**config.mk**
```make
export PLATFORM = sky130hd
export DESIGN_NAME = updown_counter_n
export DESIGN_NICKNAME = d
export VERILOG_FILES = /design/src/rtl/updown_counter_n.sv
export SDC_FILE = /design/constraint.sdc
export NUM_CORES = 1
export LEC_CHECK = 0
export BUFFER_PORTS_ARGS = -buffer_cell sky130_fd_sc_hd__buf_2
export CAP_MARGIN = 20
export CORE_AREA = 2 2 39 41
export CTS_CLUSTER_DIAMETER = 40
export CTS_CLUSTER_SIZE = 30
export DETAILED_ROUTE_END_ITERATION = 10
export DIE_AREA = 0 0 41 43
export HOLD_SLACK_MARGIN = 0.1
export PLACE_DENSITY_LB_ADDON = 0.15
export SYNTH_ARGS = -nofsm -noshare
export SYNTH_HDL_FRONTEND = slang
export SYNTH_SLANG_ARGS = --single-unit
```
**constraint.sdc**
```tcl
create_clock -name cp -period 2.1 [get_ports cp]
set_clock_uncertainty 0.05 [all_clocks]
set_input_delay 0.42 -clock cp [delete_from_list [all_inputs] [get_ports cp]]
set_output_delay 0.42 -clock cp [all_outputs]
set_load 0.05 [all_outputs]
```
**src/rtl/updown_counter_n.sv**
```systemverilog
// ---------------------------------------------------------------------------
// updown_counter_n
//   Parametrised synchronous up/down counter with a count range of
//   0..MODULUS-1. The counter either wraps or saturates at the bounds, clamps
//   parallel-load data into range, and flags a wrap or saturate event on the
//   edge that produced it. An active-low ripple-carry output lets several
//   instances be chained into one wide counter: the rco_ of one stage drives
//   the ct_ of the next stage.
//
// Parameters
//   WIDTH    : counter width in bits (2..16)
//   MODULUS  : number of count states (2..2^WIDTH)
//   SATURATE : 0 = wrap at the bounds, 1 = hold at the bound
//
// Ports
//   cp    in   clock, rising edge
//   cr_   in   asynchronous active-low clear of q and m
//   ld_   in   synchronous active-low parallel load (overrides counting)
//   ct_   in   active-low count enable / cascade input
//   u_    in   direction, 1 = up, 0 = down
//   d     in   parallel load data, clamped to MODULUS-1
//   q     out  registered count value
//   m     out  registered wrap/saturate flag for the last count edge
//   tc    out  combinational terminal count for the current direction
//   rco_  out  combinational active-low ripple carry, low only in cp-low phase
// ---------------------------------------------------------------------------

// Checker holding the run-time properties of the counter.
module updown_counter_n_chk #(
    parameter int WIDTH   = 4,
    parameter int MODULUS = 16
) (
    input logic             cp,
    input logic             cr_,
    input logic             ct_,
    input logic             rco_,
    input logic [WIDTH-1:0] q
);
    localparam logic [WIDTH-1:0] MAX_C = WIDTH'(MODULUS - 1);

    // The count must never leave the legal range 0..MAX.
    a_q_range: assert property (@(posedge cp) disable iff (!cr_) (q <= MAX_C));

    // A disabled stage must never pass a carry on to the next stage.
    always_comb begin
        a_rco_gated: assert (!(ct_ && !rco_));
    end
endmodule

module updown_counter_n #(
    parameter int WIDTH    = 4,
    parameter int MODULUS  = 16,
    parameter int SATURATE = 0
) (
    input  logic             cp,
    input  logic             cr_,
    input  logic             ld_,
    input  logic             ct_,
    input  logic             u_,
    input  logic [WIDTH-1:0] d,
    output logic [WIDTH-1:0] q,
    output logic             m,
    output logic             tc,
    output logic             rco_
);
    localparam logic [WIDTH-1:0] MAX_C  = WIDTH'(MODULUS - 1);
    localparam logic [WIDTH-1:0] ZERO_C = {WIDTH{1'b0}};
    localparam logic [WIDTH-1:0] ONE_C  = {{(WIDTH-1){1'b0}}, 1'b1};
    localparam bit               SAT_C  = (SATURATE != 0);

    // Value taken when counting past a bound: hold in saturate mode,
    // otherwise jump to the opposite bound.
    localparam logic [WIDTH-1:0] UP_LIMIT_NEXT_C = SAT_C ? MAX_C : ZERO_C;
    localparam logic [WIDTH-1:0] DN_LIMIT_NEXT_C = SAT_C ? ZERO_C : MAX_C;

    logic [WIDTH-1:0] q_r;
    logic             m_r;
    logic [WIDTH-1:0] q_next_s;
    logic             m_next_s;
    logic             at_max_s;
    logic             at_zero_s;
    logic             tc_s;

    // Out-of-range load data is clamped so q can never hold a value above MAX.
    function automatic logic [WIDTH-1:0] clamp_load(input logic [WIDTH-1:0] v);
        logic [WIDTH-1:0] r;
        if (v > MAX_C) begin
            r = MAX_C;
        end else begin
            r = v;
        end
        return r;
    endfunction

    assign at_max_s  = (q_r == MAX_C);
    assign at_zero_s = (q_r == ZERO_C);

    // Next-state selection: load beats count, count beats idle.
    always_comb begin
        q_next_s = q_r;
        m_next_s = m_r;
        if (!ld_) begin
            q_next_s = clamp_load(d);
            m_next_s = 1'b0;
        end else if (!ct_) begin
            if (u_) begin
                if (at_max_s) begin
                    q_next_s = UP_LIMIT_NEXT_C;
                    m_next_s = 1'b1;
                end else begin
                    q_next_s = q_r + ONE_C;
                    m_next_s = 1'b0;
                end
            end else begin
                if (at_zero_s) begin
                    q_next_s = DN_LIMIT_NEXT_C;
                    m_next_s = 1'b1;
                end else begin
                    q_next_s = q_r - ONE_C;
                    m_next_s = 1'b0;
                end
            end
        end else begin
            // Idle: m keeps its last value until the next load or count edge.
            q_next_s = q_r;
            m_next_s = m_r;
        end
    end

    // Count and flag registers with asynchronous clear.
    always_ff @(posedge cp or negedge cr_) begin
        if (!cr_) begin
            q_r <= ZERO_C;
            m_r <= 1'b0;
        end else begin
            q_r <= q_next_s;
            m_r <= m_next_s;
        end
    end

    // Terminal count follows u_ combinationally so a direction change is
    // visible to the next stage before the following edge.
    assign tc_s = (u_ & at_max_s) | (~u_ & at_zero_s);

    assign q    = q_r;
    assign m    = m_r;
    assign tc   = tc_s;
    // Carry is confined to the cp-low half so the next stage sees a clean
    // enable that is released as cp rises.
    assign rco_ = ~(tc_s & ~ct_ & ~cp);

    updown_counter_n_chk #(
        .WIDTH   (WIDTH),
        .MODULUS (MODULUS)
    ) u_chk (
        .cp   (cp),
        .cr_  (cr_),
        .ct_  (ct_),
        .rco_ (rco_),
        .q    (q_r)
    );
endmodule

```
* Yosys cells after proc, flatten, opt, wreduce, memory -nomap -nowiden
Cells that the tools add are included.
** Word-level totals
- Logic and storage cells :: 28
- Memories :: 0
- Latch bits :: 0
- Bits in read-only memories :: 0
- Output and inout port bits :: 7
- Register bits :: 5
- RAM bits :: 0
** Cells by class
- Div/mod/pow operators :: 0
- Bitwise gates (word level) :: 9
- Mux-type cells :: 11
- Magnitude comparators :: 1
- Add/sub/neg operators :: 2
- $mul :: 0
- Shifts and indexed selects :: 0
- Reductions and logical operators :: 1
- Eq/ne operators :: 2
** Operator list (number)
- $mux W4 :: 6
- $mux W1 :: 5
- $add A4 B1 Y4 const B :: 1
- $and A1 B1 Y1 :: 4
- $eq A4 B4 Y1 const B :: 1
- $gt A4 B4 Y1 const B :: 1
- $logic_not A4 Y1 :: 1
- $not A1 Y1 :: 4
- $sub A4 B1 Y4 const B :: 1
- $ne A2 B2 Y1 const B :: 1
- $or A1 B1 Y1 :: 1

* Longest topological paths before layout
Gate-level depths: netlist of run 1.
- Depth in word-level cells :: 6
- Gate-level depth with buffers :: 6
- Gate-level depth less buffers :: 6

==> run summary, run 1 <==
uppermost signal routing layer after detailed routing = met3
power per cell area = 790.9 nW/µm²
area of the multi-input gates = 267.8 µm²
final wirelength = 997 µm
crit path kind = flop to output pin
sequential element share of the synthesized area = 32.57%
Worst EP arrival = 1.72 ns
Top-Level Pins = 16
maximum single-stage delay on the critical path = 0.48 ns
Area Growth Syn to Fin = 66.78%
crit-path max FO = 2
final std cell area, no fill = 640.6 µm²
Post-Syn Area per Cell = 8.173 µm²
Final GP Congestion = 0.7268
maximum operating frequency = 456.8 MHz
post-place setup slack = 0.1289 ns
maximum number of pins on one net before global-route repair = 11
most frequent cells in the layout = buf_2, buf_4, nor2_1, clkbuf_4, a21oi_1
critical path launch point type = flop
total congestion overflow = 0
PnR Total Power = 506.7 µW
worst hold-check path type = input port to flop
final net count = 88
count of filler cells inserted in the layout = 139
part of the cycle the worst path needs = 104.2%
Leakage = 0.3340 nW
Worst Setup Slack, final = -0.08913 ns
setup repair after global routing missed its margin = yes
fraction of registers with async set/reset = 100.0%
number of global-route vias before repair = 393
Vias = 427
max-slew headroom at the worst pin = 80.40%
drc violations = 0
Die Area = 1763 µm²
setup TNS = -0.1437 ns
Worst setup EP type = output pin
number of hold violations in the final report = 0
Vert. Die Dim = 43 µm
DRT antenna net count = 0
Synth Flop Type = dfrtp_1
width of the chip = 41 µm
routed vias/inst = 4.641
most frequent cell on the critical path = nand2_4
count of mapped cells out of synthesis = 47
CP Buf/Inv Count = 2
pins over their slew limit = 0
Placement Cell Area = 523.0 µm²
status = finished with violations
DR pass1 iterations = 4
sequential standard cell area = 127.6 µm²
most common cell after layout, fill and taps aside = buf_2
max capacitance violation total = 0
overall global routing resource usage = 13.35%
min Tclk post-route = 2.189 ns
initial standard-cell utilization of the core = 27.76%
CTS tree = done
initial antenna violation count = 0
Tightest Pin Transition = 0.2935 ns
met3 routed wirelength = 45 µm
Buffers on Ports = 15
smallest hold slack = 0.2677 ns
HPWL after detailed placement = 705.1 µm
maximum vdd ir drop = 0.3502 mV
cell family with the largest share of critical-path delay = simple AND/OR/NAND/NOR gates
count of state elements after synthesis = 5
Std-Cell Rows = 14
Netlist cell types = 23
met1 routed wirelength after detailed routing = 458 µm
insertion delay to the later sink of the worst-skew pair = 0.34 ns
cells traversed along the worst timing path = inv_2, ha_4, or4b_4, nand2_4, nand2_4, buf_8
failing checks = setup timing
DRT iter0 DRCs = 9
Post-synth EDFFs = 0
fraction of final layout cells sized beyond drive strength 1 = 50.00%
Synth warnings = 0
number of antenna repair diodes = 0
Wirelength per Cell = 10.84 µm
placeable core region = 1384 µm²
cell area after technology mapping = 384.1 µm²
slack of the worst reg-to-reg path = 0.37 ns
total nets after synthesis = 58
CTS clock-pin slew for the worst setup and hold paths = 0.04 ns
final setup vio count = 3
slowest cell on the critical path = or4b_4
WP data required = 1.63 ns
routed wl met2 = 493 µm
first-pass GRT wire length = 1.483 mm
metal layers:
metal	vias to the layer above	global-route usage (%)
met4	0	14.67
met2	11	16.88
met5	-	0
li1	224	-
met3	0	4.712
met1	192	15.46
worst paths after layout:
path,start,cells past startpoint,endpoint
setup / recovery,q[0]$_DFFE_PN0P_,6,rco_
hold / removal,d[2],3,q[2]$_DFFE_PN0P_
setup reg to reg,q[0]$_DFFE_PN0P_,5,q[3]$_DFFE_PN0P_
hold reg to reg,m$_DFFE_PN0P_,1,m$_DFFE_PN0P_
max in group asynchronous,cr_,2,q[1]$_DFFE_PN0P_
min in group asynchronous,cr_,2,q[3]$_DFFE_PN0P_
logic make-up (layout without fill, tap and decap cells):
family                     after synthesis  after routing  synth area share [%]
buffers and inverters                    6             35                 5.860
and+or+nand+nor                         21             21                 28.01
DFF                                      5              5                 32.57
xor gates and xnor gates                 2              2                 4.561
AOI/OAI and AO/OA                        9              9                 17.26
muxes                                    2              2                 5.212
adders and majority gates                2              2                 6.514
what timing repair did:
action                                  in CTS  in global routing
setup buffers                                3                  1
endpoints found under the hold margin        5                  0
hold buffers                                 1                  0
pin swaps                                    2                  0
endpoints found under the setup margin       3                  3
gates resized for setup                      9                  0
cloned                                       0                  0
tightest hold or removal path, stage by stage:
cell and delay, ns:
buf_2 0.07, nor2_1 0.03, a21oi_1 0.09
cell usage after synthesis (2+ instances only):
| library cell | n | area (µm²) |
|---|---|---|
| ha_1 | 2 | 25.02 |
| nand3_1 | 2 | 10.01 |
| nand2_1 | 5 | 18.77 |
| nor2_1 | 7 | 26.28 |
| dfrtp_1 | 5 | 125.1 |
| a21oi_1 | 4 | 20.02 |
| nor3b_1 | 2 | 15.01 |
| inv_1 | 4 | 15.01 |
| mux2i_1 | 2 | 20.02 |
stage by stage:
stage	util, %	std cells
final	46.29	92
after global routing	46.29	92
after CTS	45.75	91
after detailed placement	37.79	80
after global placement	37.79	80
after floorplan	-	47
registers in the layout, indices dropped and copies added, names as in the netlist:
signal,cells
m,1
q,4
where the power goes:
group	leakage [nW]	internal [mW]	switching, mW
registers	0.0576	0.109	0.00658
logic	0.226	0.0748	0.112
clock network	0.0508	0.140	0.0649
layout make-up:
class,instances,area share [%]
multi-input cells,36,41.80
repair buffers,23,22.85
flip-flops and latches,5,19.92
clock buffers,8,9.961
well taps,16,3.125
inverters,4,2.344
Note: power is estimated with default switching activity, not from simulation.
==> run 2, diff against run 1 <==
- BUFFER_PORTS_ARGS: -buffer_cell sky130_fd_sc_hd__buf_2 -> -buffer_cell sky130_fd_sc_hd__clkbuf_2
==> run 2 against run 1 <==
Against the previous run:
- the run still ends with setup timing left
- final cell count rose by 2.2%
- power rose by 2.1%
- hold slack got worse by 0.0099 ns
- critical path depth did not move
- largest power group unchanged
- die area did not move
- sequential share of layout area fell by 0.82 points
- worst setup slack got worse by 0.019 ns
- register-to-register slack barely moved
- fmax fell by 0.85%
==> run summary, run 2 (same netlist as run 1, synthesis figures left out) <==
most frequent cells in the layout = clkbuf_2, buf_4, nor2_1, clkbuf_4, a21oi_1
WP data required = 1.63 ns (about the same)
number of global-route vias before repair = 384 (-2.3%)
Vias = 439 (+2.8%)
register with the most flip-flops = q
overall global routing resource usage = 13.84% (+0.49 points)
most common cell after layout, fill and taps aside = clkbuf_2
DRT antenna net count = 0 (unchanged)
HPWL after detailed placement = 703.6 µm (-0.21%)
Vert. Die Dim = 43 µm (unchanged)
status = finished with violations
Leakage = 0.3529 nW (+5.6%)
critical path launch point type = flop
reg-to-reg startpoint = q[0]$_DFFE_PN0P_
crit path kind = flop to output pin
endpoint of the most critical setup path = rco_
launch point of the worst path = q[0]$_DFFE_PN0P_
width of the chip = 41 µm (unchanged)
smallest hold slack = 0.2577 ns (-0.009945 ns)
final net count = 90 (+2.3%)
total congestion overflow = 0 (unchanged)
number of hold violations in the final report = 0 (unchanged)
number of flip-flops under the largest register name = 4 (unchanged)
Top-Level Pins = 16 (unchanged)
count of non-filler cells in the finished layout = 94 (+2.2%)
Hold Crit Start = d[0]
final setup vio count = 3 (unchanged)
crit-path max FO = 2 (unchanged)
CTS clock-pin slew for the worst setup and hold paths = 0.04 ns (about the same)
power per cell area = 774.6 nW/µm² (-2.1%)
critical register-to-register path endpoint = q[3]$_DFFE_PN0P_
number of antenna repair diodes = 0 (unchanged)
first-pass GRT wire length = 1.497 mm (+0.94%)
Placed Cells = 81 (+1.3%)
Die Area = 1763 µm² (unchanged)
Worst Setup Slack, final = -0.1078 ns (-0.01867 ns)
DR pass1 iterations = 4 (unchanged)
failing checks = setup timing
setup repair after global routing missed its margin = yes
placeable core region = 1384 µm² (unchanged)
pins over their slew limit = 0 (unchanged)
maximum number of pins on one net before global-route repair = 11 (unchanged)
Buffers on Ports = 15 (unchanged)
worst r2r path cells = 5 (unchanged)
CTS tree = done
worst hold-check path type = input port to flop
Wirelength per Cell = 10.59 µm (-2.3%)
slack of the worst reg-to-reg path = 0.38 ns (about the same)
routed vias/inst = 4.670 (+0.62%)
post-layout utilization of the core = 48.28% (+2.0 points)
fraction of final layout cells sized beyond drive strength 1 = 51.28% (+1.3 points)
final wirelength = 995 µm (-0.20%)
DRT iter0 DRCs = 10 (+1)
insertion delay to the later sink of the worst-skew pair = 0.34 ns (about the same)
Tightest Pin Transition = 0.2936 ns (+0.00005984 ns)
drc violations = 0 (unchanged)
Final GP Congestion = 0.7649 (+5.2%)
maximum vdd ir drop = 0.3708 mV (+5.9%)
maximum operating frequency = 452.9 MHz (-0.85%)
Worst setup EP type = output pin
initial antenna violation count = 0 (unchanged)
min Tclk post-route = 2.208 ns (+0.01867 ns)
Worst EP arrival = 1.74 ns (+0.02 ns)
Std-Cell Rows = 14 (unchanged)
part of the cycle the worst path needs = 105.1% (+0.89 points)
Area Growth Syn to Fin = 73.94%
max-slew headroom at the worst pin = 80.39% (about the same)
initial standard-cell utilization of the core = 27.76% (unchanged)
max capacitance violation total = 0 (unchanged)
[run 2: worst max-delay path, cell delays in order (launching register included)]
cell	delay (ns)
dfrtp_2	0.40
inv_2	0.08
ha_4	0.13
or4b_4	0.48
nand2_4	0.09
nand2_4	0.05
clkbuf_16	0.16
[run 2: layout make-up]
class                      instances  area, µm²
fill                             139      715.7
multi-input combinational         36      267.8
timing repair buffer              25      163.9
sequential                         5      127.6
clock buffer                       8      73.82
tap                               16      20.02
inverter                           4      15.01
[run 2: through the flow]
stage | cell area, µm² | TNS (ns) | worst slack, ns | power (mW)
finish | 668.1 | -0.1852 | -0.1078 | 0.5175
global route | 668.1 | -0.3181 | -0.1750 | 0.5566
CTS | 668.1 | -0.1980 | -0.1148 | 0.5295
detailed placement | 530.5 | 0 | 0.1362 | 0.3018
global placement | 530.5 | 0 | 0.1523 | 0.3027
floorplan | 405.4 | 0 | 0.01992 | 0.2485
[run 2: how the worst min path moves through the flow]
stage / depth (start not counted) / end
finish: 3 / q[0]$_DFFE_PN0P_
global route: 3 / q[0]$_DFFE_PN0P_
CTS: 3 / q[0]$_DFFE_PN0P_
detailed placement: 1 / m$_DFFE_PN0P_
global placement: 1 / m$_DFFE_PN0P_
floorplan: 0 / m$_DFFE_PN0P_
[run 2: routing by layer]
layer / GRT usage (%) / share of wire (%)
met1: 15.08 / 44
met2: 18.75 / 49
met3: 9.424 / 6.5
met4: 8.667 / 0
met5: 0 / 0
[run 2: power by group]
| group | leakage (nW) | switching (mW) | internal, mW |
|---|---|---|---|
| registers | 0.0576 | 0.00719 | 0.109 |
| clock network | 0.0573 | 0.0680 | 0.142 |
| logic | 0.238 | 0.112 | 0.0792 |
[run 2: what timing repair did]
action | CTS | global route
setup endpoints to repair | 3 | 3
pin swaps | 1 | 0
hold endpoints to repair | 5 | 0
buffers inserted | 5 | 0
hold buffers | 1 | 0
gates resized for setup | 9 | 0
==> run 3, diff against run 2 <==
- clock period: 2.1 -> 1.9 ns (I/O delays scaled with it)
==> run 3 against run 2 <==
Against the previous run:
- worst setup slack got worse by 0.20 ns
- routed wire length rose by 19%
- first-iteration DRC count decreased by 40%
- the run still ends with setup timing left
- flip-flop and latch count stayed put
- register-to-register slack worse by 0.19 ns
- combinational power rose by 20%
- critical path depth did not move
- final cell count increased by 4.3%
- highest routed layer is now met4
==> run summary, run 3 (same netlist as run 1, synthesis figures left out) <==
status = finished with violations
failing checks = setup timing
max capacitance violation total = 0 (unchanged)
Die Area = 1763 µm² (unchanged)
CTS tree = done
launch point of the worst path = q[0]$_DFFE_PN0P_
width of the chip = 41 µm (unchanged)
post-layout utilization of the core = 51.81% (+3.5 points)
maximum number of pins on one net before global-route repair = 11 (unchanged)
Worst Setup Slack, final = -0.3096 ns (-0.2018 ns)
maximum operating frequency = 452.6 MHz
Placed Cells = 84 (+3.7%)
Placement Cell Area = 584.3 µm² (+10%)
Vias = 482 (+9.8%)
insertion delay to the later sink of the worst-skew pair = 0.36 ns (+0.02 ns)
Wirelength per Cell = 12.04 µm (+14%)
critical register-to-register path endpoint = q[3]$_DFFE_PN0P_
DRT antenna net count = 0 (unchanged)
crit path kind = flop to output pin
Area Growth Syn to Fin = 86.65%
Leakage = 0.3618 nW (+2.5%)
initial antenna violation count = 0 (unchanged)
total congestion overflow = 0 (unchanged)
number of global-route vias before repair = 480 (+25%)
fraction of final layout cells sized beyond drive strength 1 = 54.88% (+3.6 points)
worst r2r path cells = 5 (unchanged)
overall global routing resource usage = 16.01% (+2.2 points)
crit-path max FO = 2 (unchanged)
Top-Level Pins = 16 (unchanged)
critical path launch point type = flop
max-slew headroom at the worst pin = 75.85% (-4.5 points)
routed wl met2 = 577 µm (+18%)
WP data required = 1.47 ns (-0.16 ns)
pins over their slew limit = 0 (unchanged)
post-place setup slack = -0.01252 ns (-0.1487 ns)
most frequent cells in the layout = buf_4, clkbuf_2, nor2_1, clkbuf_4, a21oi_1
Worst EP arrival = 1.78 ns (+0.04 ns)
register with the most flip-flops = q
placeable core region = 1384 µm² (unchanged)
HPWL after detailed placement = 849.7 µm (+21%)
Tightest Pin Transition = 0.3608 ns (+0.06729 ns)
Worst setup EP type = output pin
Hold Crit Start = d[0]
final setup vio count = 3 (unchanged)
Buffers on Ports = 15 (unchanged)
first-pass GRT wire length = 1.800 mm (+20%)
DRT iter0 DRCs = 6 (-4)
number of antenna repair diodes = 0 (unchanged)
number of flip-flops under the largest register name = 4 (unchanged)
power per cell area = 846.3 nW/µm² (+9.3%)
count of filler cells inserted in the layout = 142 (+2.2%)
slack of the worst reg-to-reg path = 0.19 ns (-0.19 ns)
number of hold violations in the final report = 0 (unchanged)
reg-to-reg startpoint = q[2]$_DFFE_PN0P_
met3 routed wirelength = 78 µm (+20%)
setup repair after global routing missed its margin = yes
final wirelength = 1.180 mm (+19%)
maximum vdd ir drop = 0.5595 mV (+51%)
CTS clock-pin slew for the worst setup and hold paths = 0.04 ns (about the same)
routed vias/inst = 4.918 (+5.3%)
uppermost signal routing layer after detailed routing = met4
worst hold-check path type = input port to flop
Vert. Die Dim = 43 µm (unchanged)
initial standard-cell utilization of the core = 27.76% (unchanged)
DR pass1 iterations = 4 (unchanged)
Final GP Congestion = 0.7405 (-3.2%)
Std-Cell Rows = 14 (unchanged)
part of the cycle the worst path needs = 116.3%
endpoint of the most critical setup path = rco_
most common cell after layout, fill and taps aside = buf_4
min Tclk post-route = 2.210 ns
met1 routed wirelength after detailed routing = 482 µm (+9.5%)
drc violations = 0 (unchanged)
final net count = 94 (+4.4%)
final std cell area, no fill = 716.9 µm² (+7.3%)
count of non-filler cells in the finished layout = 98 (+4.3%)
## run 3: final cells by class
type                            instances  area [µm²]  area share, %
Multi-Input combinational cell         36       285.3          39.79
Tap cell                               16       20.02          2.792
Sequential cell                         5       128.9          17.98
Inverter                                4       15.01          2.094
Timing Repair Buffer                   29       193.9          27.05
Clock buffer                            8       73.82          10.30
## run 3: what timing repair did
action | in CTS | in global routing
endpoints found under the hold margin | 5 | 0
hold buffers | 1 | 0
buffers inserted | 5 | 1
pin swaps | 3 | 0
endpoints found under the setup margin | 3 | 3
resized for setup | 5 | 0
## run 3: through the flow
| step | total power, mW | setup TNS (ns) | hold slack (ns) |
|---|---|---|---|
| after floorplan | 0.2950 | -0.05172 | 0.03441 |
| after global placement | 0.3623 | -0.01257 | 0.1567 |
| after detailed placement | 0.3660 | -0.02491 | 0.1568 |
| after CTS | 0.6099 | -0.5931 | 0.2075 |
| after global routing | 0.6444 | -0.6817 | 0.2142 |
| final | 0.6068 | -0.5839 | 0.2044 |
## run 3: worst min-delay path by stage
| stage | slack [ns] | end | cells past startpoint |
|---|---|---|---|
| 6_report | 0.20 | q[0]$_DFFE_PN0P_ | 3 |
| 5_1_grt | 0.21 | q[0]$_DFFE_PN0P_ | 3 |
| 4_1_cts | 0.21 | q[0]$_DFFE_PN0P_ | 3 |
| 3_5_place_dp | 0.16 | q[3]$_DFFE_PN0P_ | 1 |
| 3_3_place_gp | 0.16 | q[3]$_DFFE_PN0P_ | 1 |
| 2_1_floorplan | 0.03 | m$_DFFE_PN0P_ | 0 |
## run 3: per-layer routing
metal	GRT usage [%]	vias up
met3	11.52	6
li1	-	235
met4	12.00	0
met1	15.26	224
met2	22.50	17
met5	0	-
## run 3: power by group
group	leakage [nW]	switching, mW	internal, mW	total [mW]
logic	0.259	0.133	0.0977	0.230
clock network	0.0465	0.0892	0.158	0.247
registers	0.0567	0.00840	0.121	0.129
## run 3: critical path, cell delays in order, from the launching register on
cell	delay, ns
dfrtp_2	0.40
inv_2	0.08
ha_4	0.13
or4b_4	0.50
nand2_8	0.10
nand2_8	0.05
clkbuf_16	0.17
